===== src/rtl/rgb_grayscaler_if.sv =====
// Pixel-side and luma-side handshake bundle for the RGB-to-grayscale converter.
interface rgb_grayscaler_if;
    logic [7:0] data_in;
    logic       data_valid;
    logic       pause;
    logic       out_ready;
    logic [7:0] gray_out;
    logic       gray_valid;

    modport master (
        output data_in, data_valid, out_ready,
        input  pause, gray_out, gray_valid
    );

    modport slave (
        input  data_in, data_valid, out_ready,
        output pause, gray_out, gray_valid
    );
endinterface


===== src/rtl/rgb_grayscaler.sv =====
// Streaming RGB-to-luma converter: collects R,G,B bytes, emits one weighted
// luma byte per pixel, and pulses gs_done after the last pixel of an N x M frame.
module rgb_grayscaler #(
    parameter int unsigned N = 5,
    parameter int unsigned M = 5
) (
    input  logic clk,
    input  logic rst,
    input  logic gs_enable,
    output logic gs_done,
    rgb_grayscaler_if.slave bus
);
    localparam int unsigned PIX  = N * M;
    localparam int unsigned CW   = (PIX > 1) ? $clog2(PIX) : 1;
    localparam logic [CW-1:0] LAST = CW'(PIX - 1);

    typedef enum logic [2:0] {IDLE, COLLECT, COMPUTE, OUTPUT, DONE} state_t;

    state_t        state_q, state_d;
    logic [1:0]    phase_q, phase_d;
    logic [CW-1:0] cnt_q, cnt_d;
    logic [7:0]    r_q, r_d, g_q, g_d, b_q, b_d;
    logic [7:0]    gray_q, gray_d;
    logic          pause_q, pause_d;
    logic          valid_q, valid_d;
    logic          done_q, done_d;
    logic [15:0]   acc_c;
    logic          take_c;

    // Weights sum to 256, so the 16-bit sum never overflows; luma is the high byte.
    assign acc_c  = 16'(77) * 16'(r_q) + 16'(150) * 16'(g_q) + 16'(29) * 16'(b_q);
    assign take_c = bus.data_valid && !pause_q;

    always_ff @(posedge clk) begin
        if (rst) begin
            state_q <= IDLE;
            phase_q <= '0;
            cnt_q   <= '0;
            r_q     <= '0;
            g_q     <= '0;
            b_q     <= '0;
            gray_q  <= '0;
            pause_q <= 1'b1;
            valid_q <= 1'b0;
            done_q  <= 1'b0;
        end else begin
            state_q <= state_d;
            phase_q <= phase_d;
            cnt_q   <= cnt_d;
            r_q     <= r_d;
            g_q     <= g_d;
            b_q     <= b_d;
            gray_q  <= gray_d;
            pause_q <= pause_d;
            valid_q <= valid_d;
            done_q  <= done_d;
        end
    end

    always_comb begin
        state_d = state_q;
        phase_d = phase_q;
        cnt_d   = cnt_q;
        r_d     = r_q;
        g_d     = g_q;
        b_d     = b_q;
        gray_d  = gray_q;

        case (state_q)
            IDLE: begin
                phase_d = '0;
                cnt_d   = '0;
                if (gs_enable) state_d = COLLECT;
            end
            COLLECT: begin
                if (take_c) begin
                    case (phase_q)
                        2'd0: begin
                            r_d     = bus.data_in;
                            phase_d = 2'd1;
                        end
                        2'd1: begin
                            g_d     = bus.data_in;
                            phase_d = 2'd2;
                        end
                        default: begin
                            b_d     = bus.data_in;
                            phase_d = 2'd0;
                            state_d = COMPUTE;
                        end
                    endcase
                end
            end
            COMPUTE: begin
                gray_d  = 8'(acc_c >> 8);
                state_d = OUTPUT;
            end
            OUTPUT: begin
                if (bus.out_ready) begin
                    if (cnt_q == LAST) begin
                        state_d = DONE;
                    end else begin
                        cnt_d   = cnt_q + CW'(1);
                        state_d = COLLECT;
                    end
                end
            end
            DONE:    state_d = IDLE;
            default: state_d = IDLE;
        endcase

        // Moore outputs are registered from the next state.
        pause_d = (state_d != COLLECT);
        valid_d = (state_d == OUTPUT);
        done_d  = (state_d == DONE);
    end

    assign bus.pause      = pause_q;
    assign bus.gray_out   = gray_q;
    assign bus.gray_valid = valid_q;
    assign gs_done        = done_q;
endmodule


===== src/flat_wrapper.sv =====
// flat-port wrapper written by rule: the top's interface ports become plain ports
module rgb_grayscaler_flat 
#(
    parameter int unsigned N = 5,
    parameter int unsigned M = 5
)
  (clk, rst, gs_enable, gs_done, bus_data_in, bus_data_valid, bus_out_ready, bus_pause, bus_gray_out, bus_gray_valid);
  rgb_grayscaler_if bus_i ();
  input  logic clk;
  input  logic rst;
  input  logic gs_enable;
  output logic gs_done;
  input wire logic [$bits(bus_i.data_in)-1:0] bus_data_in;
  input wire logic [$bits(bus_i.data_valid)-1:0] bus_data_valid;
  input wire logic [$bits(bus_i.out_ready)-1:0] bus_out_ready;
  output wire logic [$bits(bus_i.pause)-1:0] bus_pause;
  output wire logic [$bits(bus_i.gray_out)-1:0] bus_gray_out;
  output wire logic [$bits(bus_i.gray_valid)-1:0] bus_gray_valid;
  assign bus_i.data_in = bus_data_in;
  assign bus_i.data_valid = bus_data_valid;
  assign bus_i.out_ready = bus_out_ready;
  assign bus_pause = bus_i.pause;
  assign bus_gray_out = bus_i.gray_out;
  assign bus_gray_valid = bus_i.gray_valid;
  rgb_grayscaler #(.N(N), .M(M)) u_core (.clk(clk), .rst(rst), .gs_enable(gs_enable), .gs_done(gs_done), .bus(bus_i));
endmodule

===== config.mk =====
export PLATFORM = sky130hd
export DESIGN_NAME = rgb_grayscaler_flat
export DESIGN_NICKNAME = d
export VERILOG_FILES = /design/src/rtl/rgb_grayscaler_if.sv /design/src/rtl/rgb_grayscaler.sv /design/src/flat_wrapper.sv
export SDC_FILE = /design/constraint.sdc
export NUM_CORES = 1
export LEC_CHECK = 0
export ABC_AREA = 0
export CAP_MARGIN = 20
export CORE_MARGIN = 4
export CORE_UTILIZATION = 62
export CTS_CLUSTER_SIZE = 24
export DETAILED_ROUTE_END_ITERATION = 10
export GPL_TIMING_DRIVEN = 0
export PLACE_DENSITY = 0.82
export SLEW_MARGIN = 10
export SYNTH_ARGS = -nofsm -noshare
export SYNTH_HDL_FRONTEND = slang
export SYNTH_SLANG_ARGS = --single-unit

===== constraint.sdc =====
create_clock -name clk -period 6.9 [get_ports clk]
set_input_delay 1.035 -clock clk [delete_from_list [all_inputs] [get_ports clk]]
set_output_delay 1.035 -clock clk [all_outputs]
set_load 0.01 [all_outputs]

Yosys cells after proc, flatten, opt, wreduce, memory -nomap -nowiden:

Index checks and enable logic that the tools add are counted.

* bits of input ports: 13
* word-level logic and storage cells: 52
* bits in registers: 45
* output and inout port bits: 11

* bitwise logic cells: 1
* reductions and logical operators: 12
* $add $sub $neg: 3
* $mul: 3
* eq/ne operators: 11
* muxes and demuxes: 12

Operator list (number)
* 7-bit by 8-bit multiplier with 15-bit output, first input constant: 2
* 15-bit by 16-bit adder with 16-bit output: 1
* 16-bit by 13-bit adder with 16-bit output: 1
* 3-bit 2-to-1 mux: 5
* 5-bit by 8-bit multiplier with 13-bit output, first input constant: 1
* 3-bit one-hot mux with 4 select lines: 1
* 3-bit AND reduction: 4
* 5-bit 2-to-1 mux: 2
* 5-bit one-hot mux with 2 select lines: 1
* 3-bit by 2-bit == test with 1-bit output, second input constant: 3
* 2-bit one-hot mux with 2 select lines: 2
* 5-bit by 1-bit adder with 5-bit output, second input constant: 1
* 5-bit == test, second input constant: 1
* 2-bit != test, second input constant: 2
* 2-bit nonzero test: 2
* 3-bit by 1-bit == test with 1-bit output, second input constant: 1
* 3-bit == test, second input constant: 1
* 3-bit zero test: 1
* 3-bit by 1-bit != test with 1-bit output, second input constant: 1
* 2-bit by 1-bit == test with 1-bit output, second input constant: 1
* 2-bit zero test: 1
* 2-bit 2-to-1 mux: 1
* 2-bit by 1-bit != test with 1-bit output, second input constant: 1
* 2-bit AND reduction: 1
* 4 further kinds: 4

Logic depth before layout (Yosys ltp):

Gate-level depths: netlist of the first run.

* depth in word-level cells: 6
* depth in mapped cells: 25
* gate-level depth less buffers: 25

Worst setup path before layout of the first run:

OpenSTA, ideal clock, no wires.

* kind: flip-flop to flip-flop
* start: register u_core.g_q[5]
* end: register u_core.gray_q[7], in the netlist u_core.bus.gray_out[7]
* slack: 0.812 ns
* data arrival time: 6.014 ns
* data required time: 6.827 ns
* stages on the path, launching flop included: 24
* buffers on the path: 0
* period minus slack after synthesis: 6.088 ns
* library setup time: 0.073 ns
* cells stage by stage: dfxtp_1 -> ha_1 -> ha_1 -> ha_1 -> inv_1 -> fa_1 -> inv_1 -> ha_1 -> inv_1 -> o21ai_0 -> xor2_1 -> fa_1 -> fa_1 -> inv_1 -> fa_1 -> inv_1 -> fa_1 -> ha_1 -> a21oi_1 -> o21ai_0 -> a31oi_1 -> a21boi_1 -> or4b_4 -> o211ai_2

* longest elaborated chain between the ends: 3

RTL lines
* start, declared: line rgb_grayscaler.sv:22 `logic [7:0] r_q, r_d, g_q, g_d, b_q, b_d;`
* start signal, assigned: line rgb_grayscaler.sv:51 `g_q <= g_d;`
* 7-bit by 8-bit multiplier with 15-bit output: line rgb_grayscaler.sv:31 `assign acc_c = 16'(77) * 16'(r_q) + 16'(150) * 16'(g_q) + 16'(29) * 16'(b_q);`
* 15-bit by 16-bit adder with 16-bit output: line rgb_grayscaler.sv:31
* 16-bit by 13-bit adder with 16-bit output: line rgb_grayscaler.sv:31
* end signal, assigned: line rgb_grayscaler.sv:53 `gray_q <= gray_d;`
* end, declared: line rgb_grayscaler.sv:23 `logic [7:0] gray_q, gray_d;`

No other way between the ends.
A chain may end at the register's enable or synchronous reset.

Final worst setup path of the first run:

* start: register u_core.g_q[3]
* end: register u_core.gray_q[7], in the netlist u_core.bus.gray_out[7]

The elaborated chain is that of the path after synthesis.

==> results of run 1 <==
[power by group]
group          internal, uW  switching [uW]  total [uW]  leakage, uW
sequential              262            2.97         265     0.000365
clock                   118            97.5         215    0.0000574
combinational          22.5            29.8        52.3      0.00247
[final timing paths]
kind	startpoint	to	slack, ps	cells after the start
hold / removal	u_core.bus.gray_out[3]	u_core.bus.gray_out[3]	470	2
setup reg to reg	u_core.g_q[3]	u_core.bus.gray_out[7]	390	25
setup / recovery	u_core.g_q[3]	u_core.bus.gray_out[7]	390	25
hold reg to reg	u_core.bus.gray_out[3]	u_core.bus.gray_out[3]	470	2
[stage by stage]
stage               utilization (%)  instances
finish                        69.59        644
global route                  69.59        644
CTS                           69.53        644
detailed placement            67.97        636
global placement              67.97        636
floorplan                         -        512
[cells in the mapped netlist, drive strengths merged]
cell type | count | area share, %
or4b | 2 | 0.48
o21a | 6 | 0.92
o22ai | 1 | 0.13
a31oi | 4 | 0.82
o211ai | 5 | 0.87
o2111ai | 1 | 0.31
a2111o | 1 | 0.23
o21ai | 13 | 1.4
and2 | 1 | 0.13
and4b | 1 | 0.20
a311o | 1 | 0.20
ha | 86 | 22
nand3 | 4 | 0.41
o31ai | 2 | 0.31
a211o | 1 | 0.18
xor2 | 4 | 0.71
a32o | 1 | 0.20
or2 | 3 | 0.38
nand2 | 25 | 1.9
buf | 4 | 0.41
nor3b | 2 | 0.31
a21oi | 19 | 2.0
nor2 | 45 | 3.4
mux2i | 26 | 5.3
dfxtp | 45 | 18
nor3 | 6 | 0.61
xnor2 | 8 | 1.4
or3 | 2 | 0.26
and3 | 7 | 0.89
o22a | 1 | 0.18
nand3b | 6 | 0.92
and4 | 1 | 0.18
a21o | 6 | 0.92
o311ai | 1 | 0.18
nand2b | 3 | 0.38
nor2b | 5 | 0.64
o211a | 1 | 0.20
nor4 | 1 | 0.13
inv | 92 | 7.0
fa | 55 | 22
clkbuf | 6 | 0.46
a21boi | 2 | 0.31
a2111oi | 1 | 0.56
nand4 | 3 | 0.38
o21bai | 2 | 0.31
[flip-flops by register name, indices dropped and copies added, names as in the netlist]
register / flops
u_core.b_q: 8
u_core.bus.gray_out: 8
u_core.r_q: 8
u_core.state_q: 3
u_core.cnt_q: 5
u_core.gs_done: 1
u_core.phase_q: 2
u_core.bus.pause: 1
u_core.g_q: 8
u_core.bus.gray_valid: 1
[cell usage in the layout, fill, tap and decap left out, types with 7 or more instances in the layout]
master,instances
a21oi_1,18
and3_1,7
clkdlybuf4s50_1,22
dfxtp_1,41
fa_1,55
ha_1,86
inv_1,92
mux2i_1,26
nand2_1,25
nor2_1,45
o21ai_0,8
xnor2_1,8
[cell families after synthesis]
| family | synth area share, % |
|---|---|
| AO/OA/AOI/OAI | 10.23 |
| buffers and inverters | 7.908 |
| AND/OR/NAND/NOR | 11.66 |
| multiplexers | 5.306 |
| flip-flops | 18.37 |
| adder cells (fa/ha/maj) | 44.39 |
| XOR/XNOR | 2.143 |
[critical path, stage by stage (launching register included)]
cell and delay, ps:
dfxtp_2 370, ha_1 300, ha_1 290, ha_1 280, inv_1 50, fa_1 490, inv_1 40, ha_1 350
nand2_1 110, o21ai_1 240, o21a_1 150, nor2_1 50, xnor2_1 220, ha_1 300, fa_1 520, inv_1 50
fa_1 460, fa_1 560, inv_1 50, ha_1 350, nand2_1 100, o21ai_1 90, a31oi_1 230, a21boi_1 130
or4b_4 550, o211ai_2 80
[metal layers]
metal  vias to the layer above  global-route usage (%)  wire (um)
met1                      1750                   29.26       4358
met2                        67                   39.54       5162
met5                         -                       0          0
li1                       1757                       -          -
met3                        17                   2.668        322
met4                         0                   7.451        226
[repair_timing]
action / 4_1_cts / 5_1_grt
resized for setup: 0 / 7
buffers inserted: 0 / 0
setup endpoints to repair: 0 / 2
hold endpoints to repair: 0 / 0
[layout make-up]
| type | instances | area [um2] |
|---|---|---|
| inverter | 92 | 345.3 |
| multi-input combinational | 365 | 3616 |
| sequential | 45 | 905.9 |
| tap | 102 | 127.6 |
| buffer | 10 | 42.54 |
| clock inverter | 2 | 37.54 |
| fill | 598 | 2350 |
| timing repair buffer | 22 | 220.2 |
| clock buffer | 6 | 82.58 |
==> results by group, run 1 <==
Min path
  – Hold crit path type: reg2reg

Worst setup path
  – Type of the worst setup path: reg2reg
  – CP required: 7130 ps
  – Startpoint Class: register
  – Crit path DAT: 6740 ps
  – Worst-path fanout max: 6
  – Crit. End Element: register

Logic synthesis
  – Register area share after synthesis: between 15 and 20%
  – Syn Nets: around 670
  – Post-synthesis cell area: 4905 um2
  – Unique masters post-synth: 52
  – Register bit total from synthesis: 45
  – Synth Warn #: 0
  – Synth Instances: a little over 500
  – Mean Syn Cell Area: about 9.6 um2

Pwr
  – Worst VDD drop: 0.0001252 V
  – PnR Total Power: 532.2 uW
  – Power Density: 98.97 nW/um2
  – Lkg Pwr: about 0.0029 uW

Detailed routing
  – Drt via density: 5.576
  – Routed via count: 3591
  – DRC Markers: 0
  – DRT Pass-1 Iters: 4
  – Final WL: 10.07 mm
  – Antenna viol nets, final: 0
  – Wirelength per Cell: 15.64 um
  – Iter 0 DRT Violations: about 260

Timing
  – Pins Over Slew Limit: 0
  – FMAX: 153.7 MHz
  – Post-layout min period: 6507 ps
  – Fin. Hold Viols: 0
  – RSZ-0062 raised after global routing: false
  – Relative slew slack: 59.03%
  – Slew @ Worst Pin: 613.0 ps
  – Final Cycle Share: 94.30%
  – Final WS setup: between 300 and 400 ps
  – Setup violators final: 0
  – Hold WS: approximately 470 ps
  – Max Clock Skew: 5.271 ps
  – TNS Setup: 0 ps

CTS
  – Clock root cell: clkbuf_8
  – Clk buf depth: 2
  – Clock latency at the later pin of the worst-skew pair: 300 ps
  – Number of H-tree levels: 2
  – Clk sink count: 45
  – Total clock buffers created by CTS: 5
  – Clock-pin slew on the worst setup and hold paths: 90 ps
  – Hold-fix buffers, CTS: 0
  – TritonCTS clock tree: done

Global route
  – Vias in the first global route: 3857
  – Gr usage total: 22.68%
  – First-pass GRT wire length: 17.62 mm
  – Gr ovfl total: 0
  – Initial antenna violation count: 0
  – Largest net degree at the start of global routing: 15

Die
  – Total die area: roughly 9400 um2
  – Die height: 96.94 um
  – Initial cell density of the core: 63.47%
  – Die width: slightly below 100 um
  – Rows: 32
  – Core area: 7727 um2
  – Ports: 24

Placed design
  – GP Congestion: 0.8517
  – Pre-CTS worst setup slack: around 280 ps
  – Final HPWL DP: 8.369 mm
  – Post-DP Area: approximately 5300 um2
  – Port-buffer cells: 22

Finish
  – Ant diodes: 0
  – Final instance area: roughly 5400 um2
  – Fraction of layout cells with a size suffix above 1: 4.982%
  – Synth-to-Final Area Change: 9.643%
  – Final #Nets: approximately 700

Job
  – Max-Cap Viols: 0

Run status
  – Outcome: completed
Power figures use the tool's default switching activity.
==> run 2, diff against run 1 <==
--- a/config.mk
+++ b/config.mk
@@ -8,11 +8,11 @@
 export ABC_AREA = 0
 export CAP_MARGIN = 20
 export CORE_MARGIN = 4
-export CORE_UTILIZATION = 62
+export CORE_UTILIZATION = 55
 export CTS_CLUSTER_SIZE = 24
 export DETAILED_ROUTE_END_ITERATION = 10
 export GPL_TIMING_DRIVEN = 0
-export PLACE_DENSITY = 0.82
+export PLACE_DENSITY = 0.74
 export SLEW_MARGIN = 10
 export SYNTH_ARGS = -nofsm -noshare
 export SYNTH_HDL_FRONTEND = slang
==> results by group, run 2 (same netlist as run 1, synthesis figures left out) <==
Timing
  – Relative slew slack: 60.02%
  – Fin. Hold Viols: 0
  – Slew @ Worst Pin: 599.7 ps
  – TNS Setup: 0 ps
  – Final WS setup: ~340 ps
  – Setup violators final: 0
  – Max Clock Skew: 6.824 ps
  – Final Cycle Share: 95.12%
  – FMAX: 152.4 MHz
  – Post-layout min period: 6563 ps
  – Pins Over Slew Limit: 0
  – RSZ-0062 raised after global routing: false

Die
  – Rows: 34
  – Initial cell density of the core: a little under three fifths
  – Core area: 8678 um2
  – Die width: a little over 100 um
  – Total die area: 10490 um2
  – Ports: 24
  – Die height: ~100 um

Global route
  – Gr usage total: 19.24%
  – Vias in the first global route: 3461
  – Largest net degree at the start of global routing: 15
  – Gr ovfl total: 0
  – First-pass GRT wire length: 15.77 mm
  – Initial antenna violation count: 0

Min path
  – Hold crit path type: reg2reg

Placed design
  – Post-DP Area: between 5000 and 6000 um2
  – Final HPWL DP: 8.044 mm
  – Cells after DPL: between 600 and 700
  – GP Congestion: roughly 0.82
  – Pre-CTS worst setup slack: slightly above 300 ps
  – Port-buffer cells: 22

Pwr
  – Power Density: approximately 98 nW/um2
  – Worst VDD drop: 0.00007027 V
  – Power Internal: 401.7 uW
  – PnR Total Power: 528.3 uW
  – Flop pwr share: 50.1%
  – Clock power frac: 40.2%
  – Net switching power: ~130 uW
  – Switching fraction of total power: a little under a quarter
  – Lkg Pwr: 0.002893 uW
  – Fraction of power consumed by combinational cells: 9.7%

Finish
  – Ant diodes: 0
  – Final cell count without fillers: 650
  – Synth-to-Final Area Change: 9.694%
  – Most frequent cells in the layout: inv_1 (92), ha_1 (86), fa_1 (55)
  – Commonest non-fill, non-tap cell in the layout: inv_1
  – Fraction of layout cells with a size suffix above 1: under 10%
  – Final #Nets: 695
  – Final instance area: around 5400 um2

Detailed routing
  – Drt via density: 5.388
  – DRT Pass-1 Iters: 4
  – Iter 0 DRT Violations: 91
  – DRC Markers: 0
  – Antenna viol nets, final: 0
  – Final WL: approximately 9.5 mm
  – Wirelength per Cell: 14.58 um
  – Routed via count: 3502

Worst setup path
  – CP required: 7130 ps
  – Crit path DAT: a little under 7000 ps
  – R2R depth: 23
  – Critical path depth: 23
  – Worst path bufs/invs: 5
  – Worst-path fanout max: 5
  – Setup crit start: u_core.g_q[5]
  – Slowest stage delay, CP: 540 ps
  – Startpoint Class: register
  – End of the critical path: u_core.bus.gray_out[7]
  – FF-to-FF Start: u_core.g_q[5]
  – R2R Setup Slk: between 300 and 400 ps
  – CP top delay family: adder cells
  – FF-to-FF End: u_core.bus.gray_out[7]
  – Worst path slowest cell: or4b_4
  – Crit. End Element: register
  – Crit path cell chain: ha_1 -> ha_1 -> ha_1 -> inv_1 -> fa_1 -> inv_1 -> ha_1 -> inv_1 -> o21ai_0 -> xor2_1 -> fa_1 -> fa_1 -> inv_1 -> fa_1 -> inv_1 -> fa_1 -> ha_1 -> a21oi_1 -> o21ai_1 -> a31oi_1 -> a21boi_1 -> or4b_4 -> o211ai_2
  – Type of the worst setup path: reg2reg

CTS
  – Number of H-tree levels: 2
  – Clk buf depth: 2
  – Hold-fix buffers, CTS: 0
  – TritonCTS clock tree: done
  – Clk sink count: 45
  – Postcts setup bufs: 0
  – Clock latency at the later pin of the worst-skew pair: 300 ps
  – Clock-pin slew on the worst setup and hold paths: 80 ps
  – Total clock buffers created by CTS: 5
  – Clock root cell: clkbuf_8

Job
  – Max-Cap Viols: 0

Run status
  – Outcome: completed
## run 2: layer usage
layer	routed length, um	global-route usage, %
met5	0	0
met4	179	6.256
met3	268	2.389
met2	4786	33.42
met1	4240	24.83
## run 2: final cells by class
type	instances	area, um2
buffer	10	42.54
clock buffer	6	82.58
clock inverter	2	37.54
fill	712	3298
inverter	92	345.3
multi-input combinational	365	3616
sequential	45	900.9
tap	108	135.1
timing repair buffer	22	220.2
## run 2: timing repair
| action | CTS | global route |
|---|---|---|
| hold endpoints to repair | 0 | 0 |
| gates resized for setup | 0 | 1 |
| endpoints found under the setup margin | 0 | 2 |
## run 2: worst min-delay path by stage
stage | startpoint | endpoint | slack [ps] | cells past startpoint
floorplan | u_core.cnt_q[4] | u_core.cnt_q[4] | 470 | 2
global placement | u_core.bus.gray_out[3] | u_core.bus.gray_out[3] | 440 | 2
detailed placement | u_core.bus.gray_out[3] | u_core.bus.gray_out[3] | 460 | 2
CTS | u_core.bus.gray_out[3] | u_core.bus.gray_out[3] | 470 | 2
global route | u_core.bus.gray_out[4] | u_core.bus.gray_out[4] | 520 | 2
finish | u_core.bus.gray_out[3] | u_core.bus.gray_out[3] | 470 | 2
## run 2: per-stage QoR
stage | hold slack (ps) | util, %
floorplan | 471.8 | -
global route | 518.5 | 62.00
global placement | 441.9 | 60.61
detailed placement | 457.9 | 60.61
finish | 466.2 | 62.00
CTS | 469.7 | 62.00
## run 2: power groups by stage
| stage | combinational, uW | clock [uW] | sequential, uW |
|---|---|---|---|
| floorplan | 33.1 | 0 | 270 |
| global placement | 49.8 | 0 | 271 |
| detailed placement | 51.8 | 0 | 271 |
| CTS | 52.3 | 216 | 265 |
| global route | 58.8 | 227 | 265 |
| finish | 51.5 | 212 | 264 |
## run 2: worst reg2reg max path, delay by kind of cell (launching register included)
family	cells	cell delay, ps
xor gates and xnor gates	1	220
AOI/OAI and AO/OA	6	1030
buffers and inverters	5	260
and+or+nand+nor	1	540
DFF	1	470
adders and majority gates	10	3960
